`config.mk`:
```
export PLATFORM = sky130hd
export DESIGN_NAME = fetch_align_flat
export DESIGN_NICKNAME = d
export VERILOG_FILES = /design/src/rtl/fetch_align_if.sv /design/src/rtl/fetch_align.sv /design/src/flat_wrapper.sv
export SDC_FILE = /design/constraint.sdc
export NUM_CORES = 1
export LEC_CHECK = 0
export CAP_MARGIN = 20
export CORE_UTILIZATION = 30
export DETAILED_ROUTE_END_ITERATION = 16
export PLACE_DENSITY_LB_ADDON = 0.15
export SETUP_SLACK_MARGIN = 0.3
export SLEW_MARGIN = 25
export SYNTH_ARGS = -nofsm -noshare
export SYNTH_HDL_FRONTEND = slang
export SYNTH_SLANG_ARGS = --single-unit
```
`constraint.sdc`:
```
create_clock -name clk -period 9.7 [get_ports clk]
set_input_delay 1.455 -clock clk [delete_from_list [all_inputs] [get_ports clk]]
set_output_delay 1.455 -clock clk [all_outputs]
set_load 0.02 [all_outputs]
```
`src/rtl/fetch_align_if.sv`:
```
// Fetch-stage bus bundle: instruction-memory read port, decoder-facing
// instruction port, branch redirect and halt status.
interface fetch_align_if;
  logic        mem_req;
  logic [31:0] mem_addr;
  logic        mem_ack;
  logic [31:0] mem_rdata;
  logic [31:0] ir;
  logic        ir_valid;
  logic        ir_ready;
  logic [31:0] ir_pc;
  logic [2:0]  ir_len;
  logic        ir_illegal;
  logic        br_taken;
  logic [31:0] br_target;
  logic        halted;

  modport master (
    output mem_req, mem_addr, ir, ir_valid, ir_pc, ir_len, ir_illegal, halted,
    input  mem_ack, mem_rdata, ir_ready, br_taken, br_target
  );

  modport slave (
    input  mem_req, mem_addr, ir, ir_valid, ir_pc, ir_len, ir_illegal, halted,
    output mem_ack, mem_rdata, ir_ready, br_taken, br_target
  );
endinterface

```
`src/rtl/fetch_align.sv`:
```
// Instruction fetch/align stage: prefetches 32-bit words into a byte queue,
// sizes each variable-length instruction from its opcode byte and presents it
// to the decoder with its PC. Handles branch redirect and HLT.
module fetch_align #(
  parameter logic [31:0] RESET_PC = 32'h0000_0000,
  parameter int unsigned QDEPTH   = 8
) (
  input logic           clk,
  input logic           rst_n,
  fetch_align_if.master bus
);

  localparam int unsigned AW = $clog2(QDEPTH);
  localparam int unsigned CW = AW + 1;

  typedef enum logic [1:0] {F_IDLE, F_WAIT, F_DISCARD} fstate_t;

  fstate_t       fstate, fstate_n;
  logic [7:0]    q [QDEPTH];
  logic [AW-1:0] rd_ptr, wr_ptr;
  logic [CW-1:0] count, count_n;
  logic [31:0]   fpc, dpc, disc_addr, mem_addr_w;

  logic [31:0]   ir_q, ir_pc_q;
  logic [2:0]    ir_len_q;
  logic          ir_valid_q, ir_ill_q, halted_q;

  logic [7:0]    hd [4];
  logic [7:0]    push_byte [4];
  logic [2:0]    head_len, push_cnt, pop_cnt;
  logic          head_ill, load, push, ack, halt_now, want_req;
  logic [31:0]   ir_next;

  function automatic logic [2:0] op_len(input logic [7:0] op);
    case (op)
      8'h8B, 8'h89, 8'h01, 8'h29, 8'h39,
      8'h21, 8'h09, 8'h31, 8'hF7:        op_len = 3'd2;
      8'h83, 8'hC1, 8'h90:               op_len = 3'd3;
      8'h66:                             op_len = 3'd4;
      default:                           op_len = 3'd1;
    endcase
  endfunction

  function automatic logic op_illegal(input logic [7:0] op);
    case (op)
      8'h8B, 8'h89, 8'h01, 8'h29, 8'h39, 8'h21, 8'h09, 8'h31, 8'hF7,
      8'h83, 8'hC1, 8'h90, 8'h66, 8'hF4: op_illegal = 1'b0;
      default:                           op_illegal = 1'b1;
    endcase
  endfunction

  // Queue head window and byte lanes of the returning word, rotated by fpc offset
  always_comb begin
    logic [1:0] sel;
    sel = '0;
    for (int unsigned i = 0; i < 4; i++) begin
      hd[i]        = q[rd_ptr + AW'(i)];
      sel          = fpc[1:0] + 2'(i);
      push_byte[i] = bus.mem_rdata[{sel, 3'b000} +: 8];
    end
  end

  // Issue/push decisions and next queue occupancy; redirect overrides both
  always_comb begin
    head_len = op_len(hd[0]);
    head_ill = op_illegal(hd[0]);
    ack      = (fstate != F_IDLE) && bus.mem_ack;
    load     = (!ir_valid_q || bus.ir_ready) && (count != '0) &&
               (count >= CW'(head_len)) && !halted_q && !bus.br_taken;
    push     = ack && (fstate == F_WAIT) && !halted_q && !bus.br_taken;
    push_cnt = push ? (3'd4 - {1'b0, fpc[1:0]}) : 3'd0;
    pop_cnt  = load ? head_len : 3'd0;
    halt_now = load && (hd[0] == 8'hF4);
    count_n  = bus.br_taken ? '0 : (count + CW'(push_cnt) - CW'(pop_cnt));
    want_req = !(halted_q || halt_now) && (count_n <= CW'(QDEPTH - 4));
    ir_next  = {hd[0],
                (head_len >= 3'd2) ? hd[1] : 8'h00,
                (head_len >= 3'd3) ? hd[2] : 8'h00,
                (head_len >= 3'd4) ? hd[3] : 8'h00};
    mem_addr_w = (fstate == F_DISCARD) ? disc_addr : {fpc[31:2], 2'b00};
  end

  // Fetch FSM next state: one outstanding read; redirect mid-read marks it for discard
  always_comb begin
    fstate_n = fstate;
    unique case (fstate)
      F_IDLE:    fstate_n = want_req ? F_WAIT : F_IDLE;
      F_WAIT: begin
        if (bus.mem_ack)       fstate_n = want_req ? F_WAIT : F_IDLE;
        else if (bus.br_taken) fstate_n = F_DISCARD;
      end
      F_DISCARD: if (bus.mem_ack) fstate_n = want_req ? F_WAIT : F_IDLE;
      default:   fstate_n = F_IDLE;
    endcase
  end

  // Fetch FSM state, fetch PC and the address held for a discarded read
  always_ff @(posedge clk or negedge rst_n) begin
    if (!rst_n) begin
      fstate    <= F_IDLE;
      fpc       <= RESET_PC;
      disc_addr <= '0;
    end else begin
      fstate <= fstate_n;
      if (fstate_n == F_DISCARD) disc_addr <= mem_addr_w;
      if (bus.br_taken)                    fpc <= bus.br_target;
      else if (ack && fstate == F_WAIT)    fpc <= {fpc[31:2] + 30'd1, 2'b00};
    end
  end

  // Byte queue storage; only written by accepted fetch data
  always_ff @(posedge clk) begin
    for (int unsigned i = 0; i < 4; i++) begin
      if (3'(i) < push_cnt) q[wr_ptr + AW'(i)] <= push_byte[i];
    end
  end

  // Queue pointers and occupancy
  always_ff @(posedge clk or negedge rst_n) begin
    if (!rst_n) begin
      rd_ptr <= '0;
      wr_ptr <= '0;
      count  <= '0;
    end else begin
      count <= count_n;
      if (bus.br_taken) begin
        rd_ptr <= '0;
        wr_ptr <= '0;
      end else begin
        rd_ptr <= rd_ptr + AW'(pop_cnt);
        wr_ptr <= wr_ptr + AW'(push_cnt);
      end
    end
  end

  // Instruction register, decode PC and halt flag
  always_ff @(posedge clk or negedge rst_n) begin
    if (!rst_n) begin
      ir_q       <= '0;
      ir_valid_q <= 1'b0;
      ir_pc_q    <= '0;
      ir_len_q   <= '0;
      ir_ill_q   <= 1'b0;
      halted_q   <= 1'b0;
      dpc        <= RESET_PC;
    end else begin
      if (halt_now) halted_q <= 1'b1;
      if (bus.br_taken) begin
        ir_valid_q <= 1'b0;
        dpc        <= bus.br_target;
      end else if (load) begin
        ir_q       <= ir_next;
        ir_pc_q    <= dpc;
        ir_len_q   <= head_len;
        ir_ill_q   <= head_ill;
        ir_valid_q <= 1'b1;
        dpc        <= dpc + 32'(head_len);
      end else if (bus.ir_ready) begin
        ir_valid_q <= 1'b0;
      end
    end
  end

  assign bus.mem_req    = (fstate != F_IDLE);
  assign bus.mem_addr   = mem_addr_w;
  assign bus.ir         = ir_q;
  assign bus.ir_valid   = ir_valid_q;
  assign bus.ir_pc      = ir_pc_q;
  assign bus.ir_len     = ir_len_q;
  assign bus.ir_illegal = ir_ill_q;
  assign bus.halted     = halted_q;

endmodule

```
`src/flat_wrapper.sv`:
```
// flat-port wrapper written by rule: the top's interface ports become plain ports
module fetch_align_flat 
#(
  parameter logic [31:0] RESET_PC = 32'h0000_0000,
  parameter int unsigned QDEPTH   = 8
)
  (clk, rst_n, bus_mem_req, bus_mem_addr, bus_ir, bus_ir_valid, bus_ir_pc, bus_ir_len, bus_ir_illegal, bus_halted, bus_mem_ack, bus_mem_rdata, bus_ir_ready, bus_br_taken, bus_br_target);
  fetch_align_if bus_i ();
  input logic clk;
  input logic rst_n;
  output wire logic [$bits(bus_i.mem_req)-1:0] bus_mem_req;
  output wire logic [$bits(bus_i.mem_addr)-1:0] bus_mem_addr;
  output wire logic [$bits(bus_i.ir)-1:0] bus_ir;
  output wire logic [$bits(bus_i.ir_valid)-1:0] bus_ir_valid;
  output wire logic [$bits(bus_i.ir_pc)-1:0] bus_ir_pc;
  output wire logic [$bits(bus_i.ir_len)-1:0] bus_ir_len;
  output wire logic [$bits(bus_i.ir_illegal)-1:0] bus_ir_illegal;
  output wire logic [$bits(bus_i.halted)-1:0] bus_halted;
  input wire logic [$bits(bus_i.mem_ack)-1:0] bus_mem_ack;
  input wire logic [$bits(bus_i.mem_rdata)-1:0] bus_mem_rdata;
  input wire logic [$bits(bus_i.ir_ready)-1:0] bus_ir_ready;
  input wire logic [$bits(bus_i.br_taken)-1:0] bus_br_taken;
  input wire logic [$bits(bus_i.br_target)-1:0] bus_br_target;
  assign bus_mem_req = bus_i.mem_req;
  assign bus_mem_addr = bus_i.mem_addr;
  assign bus_ir = bus_i.ir;
  assign bus_ir_valid = bus_i.ir_valid;
  assign bus_ir_pc = bus_i.ir_pc;
  assign bus_ir_len = bus_i.ir_len;
  assign bus_ir_illegal = bus_i.ir_illegal;
  assign bus_halted = bus_i.halted;
  assign bus_i.mem_ack = bus_mem_ack;
  assign bus_i.mem_rdata = bus_mem_rdata;
  assign bus_i.ir_ready = bus_ir_ready;
  assign bus_i.br_taken = bus_br_taken;
  assign bus_i.br_target = bus_br_target;
  fetch_align #(.RESET_PC(RESET_PC), .QDEPTH(QDEPTH)) u_core (.clk(clk), .rst_n(rst_n), .bus(bus_i));
endmodule
```
==> run metrics <==
Slew Limit Fails 0; vias between 10,000 and 15,000; Cells after Synth 1,424; full die area between 50,000 and 60,000 um^2; placed cell count about 2,200; worst path bufs/invs 1; WP data arrival 6.74 ns; Crit. End Element flop; Slew @ Worst Pin between 1 and 1.5 ns; RSZ-0062 raised after global routing false; Horiz. Die Dim 229 um; num rows 82; hold buffers post-CTS 0; initial antenna violation count 1; Hold Vio Cnt, Final 0; CTS-repair resized insts 0; FFs w/ async S/R, synth approximately 74%; GRT Overall Usage between 10% and 20%; final estimated routing congestion in global placement a little over 0.8; Compound-Gate Fraction of Synth Area 11.0%; port bufs 171; Worst-Skew Late Latency 0.56 ns; syn_area_per_cell between 10 and 15 um^2; Max Cap Violations 0; Yosys reg bits around 240; clk sink count approximately 240; clock skew about 0.019 ns; number of global-route vias before repair roughly 12,000; I/O pins 172; TritonCTS clock tree built; area delta synth->final 21.5%; Remaining DRCs 0; DRT Pass-1 Iters 5; WP depth 20; top cell type by total area after synthesis dfrtp_1; TNS Setup 0 ns; htree depth 1; post-synthesis sequential area ratio 41.1%; Post-synth EDFFs 64; DP Wirelength 37,200 um; Antenna Cells 0; global-route wire length before repair ~76,000 um; commonest non-fill, non-tap cell in the layout nand2_1; PwrDens between 100 and 150 nW/um^2; final setup fails 0; Nets 1,652; post-synthesis xor/xnor area fraction under 10%; r2r setup slk approximately 3.4 ns; CTS root buffer clkbuf_16; pre-CTS setup slack around 3.2 ns; Post-Layout Cell Count around 2,300; reg2reg path depth 20; Crit-path slowest cell dfrtp_4; CP delay by family, top compound AO/OA/AOI/OAI gates; simple-gate share of the synthesized area between 10% and 20%; Final period util around 65%; initial DRC count slightly below 1,000; Top FF cell, synth dfrtp_1; DRT Wirelength 49,700 um; Routed Antenna Nets 0; WL/cell 22.0 um; Synthesized Nets between 1,500 and 2,000; fin worst setup slack between 3 and 4 ns; Setup Buffers After CTS 0; core area between 50,000 and 60,000 um^2; Period minus WS final 6.28 ns; GR Overflow Total 0; final core utilization 37.3%; most frequent cells in the layout nand2_1, dfrtp_1, clkdlybuf4s50_1; worst-path cell chain mux4_2, mux2i_2, nor4_1, o31ai_1, nand3_1, a31oi_1, ha_1, a21o_1, a21oi_1, o21ba_2, or3_2, nor2_1, fa_1, inv_1, ha_1, a21o_1, a21oi_1, xnor2_1, nor2_1, o31ai_1; Synth area leaders dfrtp_1, mux4_2, edfxtp_1; worst hold path depth 2; Final Hold Slack approximately 0.48 ns; P_leak approximately 7.6 nW; adder-cell area share of the yosys netlist about 2.4%; critical path fanouts, max 32; Die Y approximately 230 um; largest net degree at the start of global routing 81; required time worst endpoint 10.16 ns; Hold Crit Class reg -> reg; status finished clean; main combinational cell family by area after synthesis multiplexers; Initial Util a little under a third; top cell type's share of synthesized area roughly 29%; share of layout cells above drive strength 1 17.5%; Clock transition at path regs about 0.06 ns; CP Class reg -> reg; multiplexer share of the synthesized area 25.9%; maximum root-to-sink buffer count 3; Worst VDD drop between 100 and 150 uV; Distinct cells, synth 62; Cell Area, Synth roughly 16,000 um^2; detailed-route vias per instance 5.30; yosys warns 0; Worst Setup Start Kind flop; Num CTS Buffers 29; Rel. slew slack between 30% and 40%; Worst path max stage delay between 0.7 and 0.8 ns; fmax about 160 MHz
## kinds of logic after synthesis
| logic type | count (synthesis) |
|---|---|
| simple gates | 458 |
| mux | 278 |
| compound gates | 253 |
| flops | 242 |
| buf+inv | 116 |
| xor+xnor | 51 |
| fa+ha+maj | 26 |
## flip-flops by register name (all words and copies together), names as in the netlist
register and flops:
u_core.disc_addr 32, u_core.fpc 32, u_core.count 4, u_core.dpc 32
u_core.bus.halted 1, u_core.bus.ir_pc 32, u_core.bus.ir 32, u_core.wr_ptr 3
u_core.q 64, u_core.fstate 2, u_core.bus.ir_valid 1, u_core.rd_ptr 3
u_core.bus.ir_len 3, u_core.bus.ir_illegal 1
## cells in the mapped netlist, drive strengths merged, types with 2 or more instances
cell    count
and2        7
ha         18
a21o       55
inv        27
fa          6
a21boi      8
and3       12
mux2i      98
a31oi      14
nand4      12
o31a        9
dfrtp     178
or4b        2
nor2      109
nor3       22
nor4b       2
maj3        2
mux2       91
nor3b       3
o211ai      3
clkbuf     65
and4        6
or4        11
nand3      29
a21oi      34
edfxtp     64
buf        23
or3        10
xnor2      26
o21ai      56
a211oi     50
nand2b     11
xor2       25
nor4       13
nor2b      11
or2         6
o31ai      11
nand2     189
mux4       89
o21a        7
## routing by layer
| metal | vias to the layer above | global-route usage [%] | share of wire [%] |
|---|---|---|---|
| met5 | - | 0 | 0 |
| met4 | 0 | 4.52 | 2.1 |
| met3 | 64 | 1.79 | 4.1 |
| met2 | 313 | 30.7 | 47 |
| met1 | 5994 | 26.6 | 47 |
| li1 | 5572 | - | - |
## area by class of cell
class,instances,area [um^2]
clock inverters,22,221
repair buffers,192,1870
multi-input cells,1066,8700
flip-flops and latches,242,6380
well taps,672,841
inverters,28,105
clock buffers,31,733
fillers,5024,31700
## through the flow
stage | total power, mW | cell area (um^2)
2_1_floorplan | 1.38 | 15500
3_3_place_gp | 1.55 | 17900
3_5_place_dp | 1.55 | 17900
4_1_cts | 2.67 | 18800
5_1_grt | 2.75 | 18900
6_report | 2.64 | 18900
## final timing paths
path / startpoint / endpoint
worst max register to register: u_core.rd_ptr[0] / u_core.fstate[0]
min in group asynchronous: rst_n / u_core.disc_addr[20]
max in group asynchronous: rst_n / u_core.rd_ptr[0]
worst max-delay path: u_core.rd_ptr[0] / u_core.fstate[0]
worst min register to register: u_core.bus.ir_pc[19] / u_core.bus.ir_pc[19]
worst min-delay path: u_core.bus.ir_pc[19] / u_core.bus.ir_pc[19]
## power by group
part	total [mW]	leakage, nW	switching [mW]	internal, mW
clock	1.11	0.454	0.457	0.652
sequential	1.12	2.82	0.0370	1.08
combinational	0.413	4.32	0.225	0.188
total	2.64	7.60	0.719	1.93
## worst register-to-register path: stages (launching register included)
cell,delay (ns)
dfrtp_4,0.79
mux4_2,0.63
mux2i_2,0.43
nor4_1,0.12
o31ai_1,0.38
nand3_1,0.12
a31oi_1,0.61
ha_1,0.26
a21o_1,0.10
a21oi_1,0.07
o21ba_2,0.32
or3_2,0.49
nor2_1,0.25
fa_1,0.46
inv_1,0.11
ha_1,0.24
a21o_1,0.15
a21oi_1,0.17
xnor2_1,0.14
nor2_1,0.08
o31ai_1,0.27
Note: power is estimated with default switching activity, not from simulation.
